<file path="config.mk">
export PLATFORM = sky130hd
export DESIGN_NAME = pll_dyn_cfg_ctrl_flat
export DESIGN_NICKNAME = d
export VERILOG_FILES = /design/src/rtl/pll_dyn_cfg_ctrl_if.sv /design/src/rtl/pll_dyn_cfg_ctrl.sv /design/src/flat_wrapper.sv
export SDC_FILE = /design/constraint.sdc
export NUM_CORES = 1
export LEC_CHECK = 0
export CAP_MARGIN = 30
export CORE_ASPECT_RATIO = 0.9
export CORE_UTILIZATION = 58
export DETAILED_ROUTE_END_ITERATION = 7
export HOLD_SLACK_MARGIN = 0.08
export PLACE_DENSITY_LB_ADDON = 0.12
export SYNTH_ARGS = -nofsm -noshare
export SYNTH_HDL_FRONTEND = slang
export SYNTH_SLANG_ARGS = --single-unit
export TNS_END_PERCENT = 1
</file>
<file path="constraint.sdc">
create_clock -name i_clk -period 4 [get_ports i_clk]
set_clock_uncertainty 0.1 [all_clocks]
set_input_delay 1 -clock i_clk [delete_from_list [all_inputs] [get_ports i_clk]]
set_output_delay 1 -clock i_clk [all_outputs]
set_load 0.05 [all_outputs]
</file>
<file path="src/rtl/pll_dyn_cfg_ctrl_if.sv">
// Reconfiguration request handshake between a requester and pll_dyn_cfg_ctrl.
// The requester holds cfg_req with stable fields until it sees the one-cycle cfg_ack.
interface pll_dyn_cfg_ctrl_if;
    logic        cfg_req;
    logic [9:0]  cfg_odiv;
    logic [9:0]  cfg_duty;
    logic [12:0] cfg_phase;
    logic        cfg_ack;

    modport master (output cfg_req, cfg_odiv, cfg_duty, cfg_phase, input cfg_ack);
    modport slave  (input cfg_req, cfg_odiv, cfg_duty, cfg_phase, output cfg_ack);
endinterface

</file>
<file path="src/rtl/pll_dyn_cfg_ctrl.sv">
// PLL dynamic reconfiguration controller: range-checks requests, sequences pll_rst,
// waits for a stable synchronised lock with timeout, and flags lock loss while idle.
module pll_dyn_cfg_ctrl #(
    parameter int          RST_CYCLES   = 16,
    parameter int          LOCK_STABLE  = 8,
    parameter int          LOCK_TIMEOUT = 65535,
    parameter logic [9:0]  ODIV_INIT    = 10'd100,
    parameter logic [9:0]  DUTY_INIT    = 10'd100,
    parameter logic [12:0] PHASE_INIT   = 13'd16
) (
    input  logic                     i_clk,
    input  logic                     i_rst_n,
    pll_dyn_cfg_ctrl_if.slave        cfg,
    input  logic                     i_pll_lock,
    output logic                     o_pll_rst,
    output logic [9:0]               o_dyn_odiv,
    output logic [9:0]               o_dyn_duty,
    output logic [12:0]              o_dyn_phase,
    output logic                     o_busy,
    output logic                     o_locked,
    output logic                     o_cfg_done,
    output logic                     o_cfg_err,
    output logic                     o_lock_lost
);
    localparam int RW = $clog2(RST_CYCLES) + 1;
    localparam int TW = $clog2(LOCK_TIMEOUT) + 1;
    localparam int SW = $clog2(LOCK_STABLE) + 1;

    typedef enum logic [2:0] {ST_IDLE, ST_CHECK, ST_ASSERT_RST, ST_WAIT_LOCK, ST_STABLE} state_t;

    state_t        r_state;
    logic [RW-1:0] r_rst_cnt;
    logic [TW-1:0] r_to_cnt;
    logic [SW-1:0] r_stb_cnt;
    logic          r_lock_m, r_lock_s;
    logic [9:0]    r_sh_odiv, r_sh_duty, r_dyn_odiv, r_dyn_duty;
    logic [12:0]   r_sh_phase, r_dyn_phase;
    logic          r_pll_rst, r_busy, r_locked, r_ack, r_done, r_err, r_lost;
    logic          w_req_ok, w_to_hit, w_stb_last;
    logic [TW-1:0] w_to_nxt;

    function automatic logic [TW-1:0] to_sat_inc(input logic [TW-1:0] v);
        return (v >= TW'(LOCK_TIMEOUT)) ? v : v + TW'(1);
    endfunction

    // duty is compared against 2*odiv in 11 bits so a large divider cannot overflow
    assign w_req_ok   = (r_sh_odiv >= 10'd2) && (r_sh_duty != 10'd0) &&
                        ({1'b0, r_sh_duty} < {r_sh_odiv, 1'b0});
    assign w_to_nxt   = to_sat_inc(r_to_cnt);
    assign w_to_hit   = (r_to_cnt >= TW'(LOCK_TIMEOUT - 1));
    assign w_stb_last = (r_stb_cnt >= SW'(LOCK_STABLE - 1));

    always_ff @(posedge i_clk or negedge i_rst_n) begin
        if (!i_rst_n) begin
            r_lock_m <= 1'b0;
            r_lock_s <= 1'b0;
        end else begin
            r_lock_m <= i_pll_lock;
            r_lock_s <= r_lock_m;
        end
    end

    always_ff @(posedge i_clk or negedge i_rst_n) begin
        if (!i_rst_n) begin
            r_state     <= ST_ASSERT_RST;
            r_rst_cnt   <= '0;
            r_to_cnt    <= '0;
            r_stb_cnt   <= '0;
            r_sh_odiv   <= '0;
            r_sh_duty   <= '0;
            r_sh_phase  <= '0;
            r_dyn_odiv  <= ODIV_INIT;
            r_dyn_duty  <= DUTY_INIT;
            r_dyn_phase <= PHASE_INIT;
            r_pll_rst   <= 1'b1;
            r_busy      <= 1'b1;
            r_locked    <= 1'b0;
            r_ack       <= 1'b0;
            r_done      <= 1'b0;
            r_err       <= 1'b0;
            r_lost      <= 1'b0;
        end else begin
            r_ack  <= 1'b0;
            r_done <= 1'b0;
            r_err  <= 1'b0;
            r_lost <= 1'b0;
            case (r_state)
                ST_IDLE: begin
                    // lock loss outranks a request; the request stays pending un-acked
                    if (r_locked && !r_lock_s) begin
                        r_lost   <= 1'b1;
                        r_locked <= 1'b0;
                        r_to_cnt <= '0;
                        r_busy   <= 1'b1;
                        r_state  <= ST_WAIT_LOCK;
                    end else if (cfg.cfg_req) begin
                        r_sh_odiv  <= cfg.cfg_odiv;
                        r_sh_duty  <= cfg.cfg_duty;
                        r_sh_phase <= cfg.cfg_phase;
                        r_ack      <= 1'b1;
                        r_busy     <= 1'b1;
                        r_state    <= ST_CHECK;
                    end
                end
                ST_CHECK: begin
                    if (w_req_ok) begin
                        r_dyn_odiv  <= r_sh_odiv;
                        r_dyn_duty  <= r_sh_duty;
                        r_dyn_phase <= r_sh_phase;
                        r_pll_rst   <= 1'b1;
                        r_locked    <= 1'b0;
                        r_rst_cnt   <= '0;
                        r_state     <= ST_ASSERT_RST;
                    end else begin
                        r_err   <= 1'b1;
                        r_busy  <= 1'b0;
                        r_state <= ST_IDLE;
                    end
                end
                ST_ASSERT_RST: begin
                    if (r_rst_cnt >= RW'(RST_CYCLES - 1)) begin
                        r_pll_rst <= 1'b0;
                        r_to_cnt  <= '0;
                        r_state   <= ST_WAIT_LOCK;
                    end else begin
                        r_rst_cnt <= r_rst_cnt + RW'(1);
                    end
                end
                ST_WAIT_LOCK: begin
                    r_to_cnt <= w_to_nxt;
                    if (r_lock_s && (LOCK_STABLE == 1)) begin
                        r_locked <= 1'b1;
                        r_done   <= 1'b1;
                        r_busy   <= 1'b0;
                        r_state  <= ST_IDLE;
                    end else if (w_to_hit) begin
                        r_err    <= 1'b1;
                        r_locked <= 1'b0;
                        r_busy   <= 1'b0;
                        r_state  <= ST_IDLE;
                    end else if (r_lock_s) begin
                        r_stb_cnt <= SW'(1);
                        r_state   <= ST_STABLE;
                    end
                end
                ST_STABLE: begin
                    // timeout keeps running from pll_rst release; completion wins a tie
                    r_to_cnt <= w_to_nxt;
                    if (r_lock_s && w_stb_last) begin
                        r_locked <= 1'b1;
                        r_done   <= 1'b1;
                        r_busy   <= 1'b0;
                        r_state  <= ST_IDLE;
                    end else if (w_to_hit) begin
                        r_err    <= 1'b1;
                        r_locked <= 1'b0;
                        r_busy   <= 1'b0;
                        r_state  <= ST_IDLE;
                    end else if (r_lock_s) begin
                        r_stb_cnt <= r_stb_cnt + SW'(1);
                    end else begin
                        r_state <= ST_WAIT_LOCK;
                    end
                end
                default: begin
                    r_busy  <= 1'b0;
                    r_state <= ST_IDLE;
                end
            endcase
        end
    end

    assign cfg.cfg_ack  = r_ack;
    assign o_pll_rst    = r_pll_rst;
    assign o_dyn_odiv   = r_dyn_odiv;
    assign o_dyn_duty   = r_dyn_duty;
    assign o_dyn_phase  = r_dyn_phase;
    assign o_busy       = r_busy;
    assign o_locked     = r_locked;
    assign o_cfg_done   = r_done;
    assign o_cfg_err    = r_err;
    assign o_lock_lost  = r_lost;
endmodule

</file>
<file path="src/flat_wrapper.sv">
// flat-port wrapper written by rule: the top's interface ports become plain ports
module pll_dyn_cfg_ctrl_flat 
#(
    parameter int          RST_CYCLES   = 16,
    parameter int          LOCK_STABLE  = 8,
    parameter int          LOCK_TIMEOUT = 65535,
    parameter logic [9:0]  ODIV_INIT    = 10'd100,
    parameter logic [9:0]  DUTY_INIT    = 10'd100,
    parameter logic [12:0] PHASE_INIT   = 13'd16
)
  (i_clk, i_rst_n, i_pll_lock, o_pll_rst, o_dyn_odiv, o_dyn_duty, o_dyn_phase, o_busy, o_locked, o_cfg_done, o_cfg_err, o_lock_lost, cfg_cfg_req, cfg_cfg_odiv, cfg_cfg_duty, cfg_cfg_phase, cfg_cfg_ack);
  pll_dyn_cfg_ctrl_if cfg_i ();
  input  logic i_clk;
  input  logic i_rst_n;
  input  logic i_pll_lock;
  output logic o_pll_rst;
  output logic [9:0] o_dyn_odiv;
  output logic [9:0] o_dyn_duty;
  output logic [12:0] o_dyn_phase;
  output logic o_busy;
  output logic o_locked;
  output logic o_cfg_done;
  output logic o_cfg_err;
  output logic o_lock_lost;
  input wire logic [$bits(cfg_i.cfg_req)-1:0] cfg_cfg_req;
  input wire logic [$bits(cfg_i.cfg_odiv)-1:0] cfg_cfg_odiv;
  input wire logic [$bits(cfg_i.cfg_duty)-1:0] cfg_cfg_duty;
  input wire logic [$bits(cfg_i.cfg_phase)-1:0] cfg_cfg_phase;
  output wire logic [$bits(cfg_i.cfg_ack)-1:0] cfg_cfg_ack;
  assign cfg_i.cfg_req = cfg_cfg_req;
  assign cfg_i.cfg_odiv = cfg_cfg_odiv;
  assign cfg_i.cfg_duty = cfg_cfg_duty;
  assign cfg_i.cfg_phase = cfg_cfg_phase;
  assign cfg_cfg_ack = cfg_i.cfg_ack;
  pll_dyn_cfg_ctrl #(.RST_CYCLES(RST_CYCLES), .LOCK_STABLE(LOCK_STABLE), .LOCK_TIMEOUT(LOCK_TIMEOUT), .ODIV_INIT(ODIV_INIT), .DUTY_INIT(DUTY_INIT), .PHASE_INIT(PHASE_INIT)) u_core (.i_clk(i_clk), .i_rst_n(i_rst_n), .cfg(cfg_i), .i_pll_lock(i_pll_lock), .o_pll_rst(o_pll_rst), .o_dyn_odiv(o_dyn_odiv), .o_dyn_duty(o_dyn_duty), .o_dyn_phase(o_dyn_phase), .o_busy(o_busy), .o_locked(o_locked), .o_cfg_done(o_cfg_done), .o_cfg_err(o_cfg_err), .o_lock_lost(o_lock_lost));
endmodule
</file>
==> out/results.txt <==
Crit. End Element = flip-flop
CP Data Arrival Time = 3160 ps
Sw power = 1980 uW
Max VDD drop = 0.562 mV
Synth area leader = dfrtp_1
Overflow after GRT = 0
Post-Syn Area = 0.00478 mm^2
# resized after CTS = 0
TritonCTS buffer count = 9
Vias in the first global route = 3,557
Setup WS post-layout = 1030 ps
Post-Syn Instances = 461
Max-cap violation count = 0
Fin nets = 588
Diode count = 0
Final hold violations = 0
Reg clk slew, reported paths = 100 ps
Finished Cell Area = 0.00587 mm^2
Tightest Hold Check Type = reg2reg
Comb power frac = 0.472
# Post-CTS Setup Buffers = 0
Die W = 97.7 um
Fmax = 337 MHz
EDFF count, synth = 0
PD cells = 786 mW/mm^2
Fill cells = 581
Clock Power Share = 0.149
LEAKAGE = 0.00264 uW
Root Buffer = clkbuf_8
Drt total wl = 10,100 um
Required @ worst endpoint = 4190 ps
Reg area = 0.00262 mm^2
I/O pins = 77
Placed inst area = 0.00565 mm^2
CTS tree = built
Average size of a mapped cell = 10.4 um^2
Initial DRC count = 203
All-layer global routing usage = 0.250
Status = complete, but fails checks
HPWL Detailed = 7150 um
Synth area leaders = dfrtp_1, nand2_1, mux2_2, dfstp_2, ha_1
Synth top area share = 0.492
Slowest stage delay, CP = 720 ps
Net Sw Frac = 0.430
DR pass1 iterations = 7
Max transition margin = 0.410
Num rows = 31
H-tree levels = 3
Seq/Total Area, Yosys = 0.547
Part of the cycle the worst path needs = 0.743
Finish-stage setup viols = 0
Fin cells = 641
Internal power = 2630 uW
Placed cells = 625
CP Class = reg2reg
CTS sink cnt = 104
Synth warn = 0
Initial antenna violation count = 0
Crit path max fanout = 10
Syn_nets = 512
Cell with the most instances after synthesis = nand2_1
Synth unique cells = 59
Worst-path cell chain = ha_1, inv_1, nor3_1, ha_1, o21ai_0, a311oi_2, or2_1, o21ai_0, a21oi_1
Tmin final = 2970 ps
Failing checks = design-rule violations
Port Buf Inserts = 76
Top cells by count, synth = nand2_1, dfrtp_1, mux2_2, nor2_1, o21ai_0
Die area = 0.00861 mm^2
Routed WL per cell = 15.8 um
Drt drc = 11
RSZ-0062 raised after global routing = false
Placer Congestion = 0.891
Slew Limit Fails = 0
Multi-input logic area = 0.00201 mm^2
Syn-to-layout area delta = 22.8%
Largest net degree at the start of global routing = 51
Routed Antenna Nets = 0
Kind of start point of the critical path = flip-flop
Async SR Flop Fraction = 1.00
Register share of total power = 0.380
FF+latch count, synth = 104
First-pass GRT wire length = 16,800 um
Setup TNS = 0 ps
Place WS = 1100 ps
Core Area = 0.00803 mm^2
Post-CTS Hold Buffers = 0
Average vias per placed instance = 5.72
Initial Util = 0.595
Layout cell share with drive strength beyond 1 = 0.142
Slew @ Worst Pin = 877 ps
DR vias = 3,669
Clk Latency, worst-skew pair = 360 ps
Die outline height = 88.1 um
Critical Path Slowest Stage Cell = a311oi_2
Clock Tree Buf Depth = 2
Prevailing post-synth register cell = dfrtp_1
-- worst max-delay path, delay by kind of cell, from the launching register on --
family	cells	cell delay (ps)
buf+inv	1	110
flops	1	440
simple gates	2	560
fa+ha+maj	2	550
compound gates	4	1120
-- layer usage --
layer  track usage  part of all wire  wire length (um)
met3        0.0567             0.054               543
met1         0.343              0.46              4640
met2         0.404              0.47              4790
met5             0                 0                 0
met4        0.0771             0.013               130
-- metrics by stage --
step	util	total power (uW)	hold slack [ps]
finish	0.731	4610	265
global placement	0.701	3870	236
CTS	0.731	4650	274
floorplan	-	3250	231
global route	0.731	4890	288
detailed placement	0.704	3950	240
-- registers in the layout, indices dropped and copies added, names as in the netlist, 4 cells and up --
signal	cells
u_core.r_stb_cnt	4
u_core.r_rst_cnt	5
u_core.o_dyn_phase	13
u_core.r_sh_phase	13
u_core.r_to_cnt	17
u_core.o_dyn_odiv	10
u_core.r_sh_duty	10
u_core.o_dyn_duty	10
u_core.r_sh_odiv	10
-- worst paths after layout --
check | endpoint | cells after the start | slack (ps) | from
min in group asynchronous | u_core.o_dyn_duty[0] | 1 | 500 | i_rst_n
min | u_core.r_lock_s | 0 | 260 | u_core.r_lock_m
max reg2reg | u_core.r_to_cnt[2] | 9 | 1030 | u_core.r_to_cnt[1]
max | u_core.r_to_cnt[2] | 9 | 1030 | u_core.r_to_cnt[1]
max in group asynchronous | u_core.o_dyn_odiv[6] | 3 | 2390 | i_rst_n
min reg2reg | u_core.r_lock_s | 0 | 260 | u_core.r_lock_m
-- power by group through the flow --
stage / Sequential, uW / Combinational [uW] / Clock, uW
finish: 1750 / 2180 / 686
CTS: 1750 / 2190 / 705
global placement: 1750 / 2120 / 0
global route: 1800 / 2350 / 746
floorplan: 2260 / 991 / 0
detailed placement: 1760 / 2180 / 0
-- cells in the final DEF (no fill, tap or decap), types with 3 or more instances in the layout --
master           netlist  layout
nand2_1              104     104
dfrtp_1               94      94
clkdlybuf4s50_1        0      75
mux2_2                33      33
nor2_1                28      28
o21ai_0               20      20
inv_1                 16      16
ha_1                  14      14
nand3_1               11      11
clkbuf_8               0      10
dfstp_2               10      10
a21oi_1                9       9
nor3_1                 9       9
buf_4                  0       8
nor4_1                 8       7
nand4_1                7       7
xnor2_1                6       6
xor2_1                 6       6
and3_1                 5       5
a31oi_1                5       5
a21o_1                 4       4
and2_1                 4       4
o31ai_1                4       4
nor2b_1                3       3
nand4b_1               3       3
-- area by class of cell --
class / instances / share of cell area
clock inverters: 6 / 0.0130
inverters: 17 / 0.0109
multi-input cells: 321 / 0.343
clock buffers: 10 / 0.0235
well taps: 99 / 0.0211
flip-flops and latches: 104 / 0.446
repair buffers: 84 / 0.143
-- cell families (layout without fill, tap and decap cells) --
logic type,after synthesis,count (layout),share of synthesized area
simple gates,202,202,0.202
flops,104,104,0.547
compound gates,60,60,0.0812
buf+inv,36,117,0.0327
mux,33,33,0.0778
fa+ha+maj,14,14,0.0367
xor+xnor,12,12,0.0220
Power figures use the tool's default switching activity.
==> edit 1 (same flow settings) <==
Reset style: synchronous (`i_rst_n`), changed in 2 clocked blocks.
--- a/src/rtl/pll_dyn_cfg_ctrl.sv
+++ b/src/rtl/pll_dyn_cfg_ctrl.sv
@@ -50,7 +50,7 @@
     assign w_to_hit   = (r_to_cnt >= TW'(LOCK_TIMEOUT - 1));
     assign w_stb_last = (r_stb_cnt >= SW'(LOCK_STABLE - 1));
 
-    always_ff @(posedge i_clk or negedge i_rst_n) begin
+    always_ff @(posedge i_clk) begin
         if (!i_rst_n) begin
             r_lock_m <= 1'b0;
             r_lock_s <= 1'b0;
@@ -60,7 +60,7 @@
         end
     end
 
-    always_ff @(posedge i_clk or negedge i_rst_n) begin
+    always_ff @(posedge i_clk) begin
         if (!i_rst_n) begin
             r_state     <= ST_ASSERT_RST;
             r_rst_cnt   <= '0;
Function: same outputs for any inputs over 10 cycles, from zero or initial values and one cycle with i_rst_n low; that may be too few to reach the edited logic, so the function may still have changed.
==> edit 1 against the unedited design <==
Die area shrank 1.8%. Critical endpoint is now u_core.r_to_cnt[11]. Area after synthesis down 1.9%. Critical path type unchanged. Worst setup slack better by 240 ps. Maximum frequency is 8.8% higher. Sequential cell count did not move. Count of clock-buffer cells in the layout decreased by 1. Design area shrank 3.6%. Wire length is 0.88% higher.
Power is not compared: it rests on default switching activity, and its combinational part moved more than twofold at a synthesized area within 25%.
==> edit 1: results (changes against the unedited design) <==
[synthesis]
synth.area.top_cells=dfxtp_1 44%, mux2i_1 7.3%, nand2_1 6.9%
synthAdderAreaFrac_pct=3.74  ; +0.069 points
synth_compound_area_share_pct=16.7  ; +8.6 points
netlist_top_cells_count=104 x dfxtp_1, 86 x nand2_1, 34 x a21boi_0, 34 x mux2i_1, 29 x nor2b_1
synthXorXnorAreaFrac_pct=0  ; -2.2 points
synth_fp_nets=574  ; +12%
synth_flop_cell=dfxtp_1
synth.avg_cell_area_sq_um=8.97  ; -13%

[setup_path]
max_stage_delay_ps=670  ; -50 ps
cp.arrival_ps=2940  ; -220 ps
worst_path_max_delay_cell=a21oi_1
cp_max_fo=13  ; +3

[cells_and_area]
multi_input_cells=374  ; +17%
final_nets=637  ; +8.3%
layout-drive-gt1-share_pct=5.92  ; -8.3 points
multi_input_area_share_pct=42.5  ; +8.2 points
signal_buffers=80  ; -4.8%
layout.nonclk_buf_share_pct=14.1  ; -0.18 points

[route]
vias=3844  ; +4.8%
firstDrtPassIters=4  ; -3
avgRoutedWirePerCell_um=14.8  ; -5.9%
drtIter0Drc=120  ; -41%

[outcome]
outcome=complete, no violations

[placement]
place.detailed.instances=671  ; +7.4%
routabilityCongestion=0.870  ; -2.4%

[cts]
clk_latency_ps=380  ; +20 ps

==> edit 1: changes by cell type in the layout (fill, tap and decap cells not counted), moves of 12 or more <==
cell,before,now
nor2b_1,3,29
dfrtp_1,94,0
mux2i_1,0,34
mux2_2,33,0
nand2_1,104,86
dfxtp_1,0,104
a21boi_0,2,34
a21oi_1,9,21
==> edit 1: final timing paths <==
kind / start / end / slack (ps) / cells after the start
setup / recovery: u_core.r_to_cnt[2] / u_core.r_to_cnt[11] / 1270 / 9
hold / removal: u_core.r_lock_m / u_core.r_lock_s / 350 / 1
setup reg to reg: u_core.r_to_cnt[2] / u_core.r_to_cnt[11] / 1270 / 9
hold reg to reg: u_core.r_lock_m / u_core.r_lock_s / 350 / 1
==> edit 1: worst register-to-register path, cell delays in order (launching register included) <==
cell and delay (ps):
dfxtp_1 540, nand4_1 200, nor4_2 300, and2_1 180
ha_1 130, nor2_1 40, o21a_2 140, a21oi_1 670
o21ai_0 220, a21oi_1 150
==> edit 1: metrics by stage <==
stage          instance area (sq um)  utilization, %  setup WS (ps)
2_1_floorplan                   4690               -           1770
3_3_place_gp                    5470            71.1           1390
3_5_place_dp                    5470            71.1           1310
4_1_cts                         5660            73.5           1280
5_1_grt                         5660            73.5            970
6_report                        5660            73.5           1270
==> edit 1: cells by family after synthesis <==
kind of cell	count (synthesis)
AO/OA/AOI/OAI	111
adder cells (fa/ha/maj)	14
buffers and inverters	45
flip-flops	104
multiplexers	34
AND/OR/NAND/NOR	215
==> edit 1: per-layer routing <==
layer	up-vias	part of all wire (%)	global-route usage (%)
met5	-	0	0
met4	0	1.2	8.14
met3	15	4.9	8.43
met2	74	49	45.3
met1	1797	44	29.5
li1	1958	-	-
==> edit 2 (same flow settings) <==
Made on the original files. `RST_CYCLES` is set to 16 in 2 places; all go to 32.
--- a/src/rtl/pll_dyn_cfg_ctrl.sv
+++ b/src/rtl/pll_dyn_cfg_ctrl.sv
@@ -1,7 +1,7 @@
 // PLL dynamic reconfiguration controller: range-checks requests, sequences pll_rst,
 // waits for a stable synchronised lock with timeout, and flags lock loss while idle.
 module pll_dyn_cfg_ctrl #(
-    parameter int          RST_CYCLES   = 16,
+    parameter int          RST_CYCLES   = 32,
     parameter int          LOCK_STABLE  = 8,
     parameter int          LOCK_TIMEOUT = 65535,
     parameter logic [9:0]  ODIV_INIT    = 10'd100,
--- a/src/flat_wrapper.sv
+++ b/src/flat_wrapper.sv
@@ -1,7 +1,7 @@
 // flat-port wrapper written by rule: the top's interface ports become plain ports
 module pll_dyn_cfg_ctrl_flat 
 #(
-    parameter int          RST_CYCLES   = 16,
+    parameter int          RST_CYCLES   = 32,
     parameter int          LOCK_STABLE  = 8,
     parameter int          LOCK_TIMEOUT = 65535,
     parameter logic [9:0]  ODIV_INIT    = 10'd100,
Formal check against the unedited RTL: same outputs for any inputs over 10 cycles, from zero or initial values and one cycle with i_rst_n low; that may be too few to reach the edited logic, so the function may still have changed.
==> edit 2 against the unedited design <==
Core utilization up 1.8 points. Worst setup slack worse by 61 ps. Critical path type unchanged. Sequential cell count rose by 1. Die area is 2.1% lower. Design area down 2.2%. Wire length rose by 2.4%. Largest cell class unchanged. Clock power decreased by 1%. Via count decreased by 2.8%. Power rose by 0.87%. Area after synthesis is 2.1% lower.
==> edit 2: results (changes against the unedited design) <==
[synthesis]
synth-seq-area-share_pct=56.4  ; +1.7 points
synthXorXnorAreaFrac_pct=1.50  ; -0.70 points
synth_mux_area_share_pct=8.16  ; +0.38 points
synthAdderAreaFrac_pct=3.48  ; -0.19 points
synth_compound_area_share_pct=8.99  ; +0.87 points
synth_cell_types=47  ; -20%
synth.area.top_cells=dfrtp_1 51%, nand2_1 8.5%, mux2_2 7.9%
netlist_top_cells_count=106 x nand2_1, 95 x dfrtp_1, 33 x mux2_2
synth_fp_nets=501  ; -2.1%
syn_inst=451  ; -2.2%

[cells_and_area]
instances_no_fill=627  ; -2.2%
final_nets=576  ; -2.0%
fillers=557  ; -4.1%
layout-drive-gt1-share_pct=13.0  ; -1.2 points
largest_reg_flops=17  ; unchanged
diodes=0  ; unchanged

[grt]
antenna_found_initial=0  ; unchanged
grt_pass1_wl_um=17500  ; +4.2%
grt_max_degree=68  ; +33%
grt_usage_pct=26.3  ; +1.3 points
grt_pass1_vias=3543  ; -0.39%

[setup_path]
max_stage_delay_ps=530  ; -190 ps
cp_top_family=simple AND/OR/NAND/NOR gates
crit_end=u_core.r_to_cnt[10]
cp.arrival_ps=3250  ; +90 ps
startpoint=u_core.r_to_cnt[4]
r2r_cells=10  ; +1
worst_path_max_delay_cell=or3_1
cp_max_fo=10  ; unchanged
r2r_slack_ps=970  ; -60 ps

[sta]
max-slew-margin-rel_pct=42.5  ; +1.4 points

[outcome]
outcome=complete, no violations

[route]
wirelength_um=10400  ; +2.4%
firstDrtPassIters=5  ; -2
routed_via_density=5.69  ; -0.64%
drtIter0Drc=193  ; -4.9%

[pwr]
p_leak_nw=2.59  ; -1.8%
ir_drop_uv=506  ; -10%

[placement]
dp_hpwl_um=7050  ; -1.4%
place.detailed.instances=610  ; -2.4%
routabilityCongestion=0.859  ; -3.7%

edit 2: changes by cell type after synthesis, sizes merged, moves of 3 or more:
cell    delta
nand2b     +6
or3        +4
xor2       -4
or2        -3
o31ai      -3
nor4       -3
nand3      -5
nor4b      -3
o211ai     +5
nand4b     -3
a21oi      +8
and3       -3
nor2       -6
edit 2: cell type report:
cell class                 count  area share, %
clock buffer                  10           2.22
multi-input combinational    310           33.0
sequential                   105           46.0
inverter                      18           1.18
tap                           96           2.09
clock inverter                 6           1.31
timing repair buffer          82           14.2
edit 2: cells by family after synthesis:
group | count (synthesis)
buf+inv | 36
compound gates | 66
fa+ha+maj | 13
simple gates | 189
flops | 105
xor+xnor | 8
mux | 34
edit 2: layer usage:
layer / global-route usage [%] / up-vias / wire length, um
li1: - / 1692 / -
met1: 36.2 / 1716 / 4590
met2: 41.1 / 145 / 4870
met3: 6.66 / 13 / 739
met4: 9.36 / 0 / 148
met5: 0 / - / 0
edit 2: how the worst min path moves through the flow:
stage	slack [ps]	end	cells after the start
2_1_floorplan	230	u_core.r_lock_s	0
3_3_place_gp	240	u_core.r_lock_s	0
3_5_place_dp	250	u_core.r_lock_s	0
4_1_cts	290	u_core.r_lock_s	0
5_1_grt	300	u_core.r_lock_s	0
6_report	280	u_core.r_lock_s	0
edit 2: where the power goes:
group | switching, mW | total, mW | leakage (nW) | internal, mW
clock network | 0.379 | 0.678 | 0.0990 | 0.299
logic | 1.33 | 2.21 | 1.17 | 0.882
registers | 0.297 | 1.76 | 1.33 | 1.46
total | 2.01 | 4.65 | 2.59 | 2.65
edit 2: worst register-to-register path, delay by kind of cell, from the launching register on:
family	cells	cell delay, ps
and+or+nand+nor	6	1690
AOI/OAI and AO/OA	3	550
DFF	1	430
adders and majority gates	1	190
edit 2: metrics by stage:
step | util (%) | instance area [sq um] | hold slack [ps] | setup WS [ps] | power, mW
2_1_floorplan | - | 4680 | 231 | 1240 | 3.28
3_3_place_gp | 72.2 | 5530 | 243 | 1190 | 3.88
3_5_place_dp | 72.2 | 5530 | 254 | 1050 | 3.96
4_1_cts | 74.8 | 5730 | 288 | 1000 | 4.67
5_1_grt | 74.9 | 5740 | 299 | 795 | 4.93
6_report | 74.9 | 5740 | 280 | 969 | 4.65
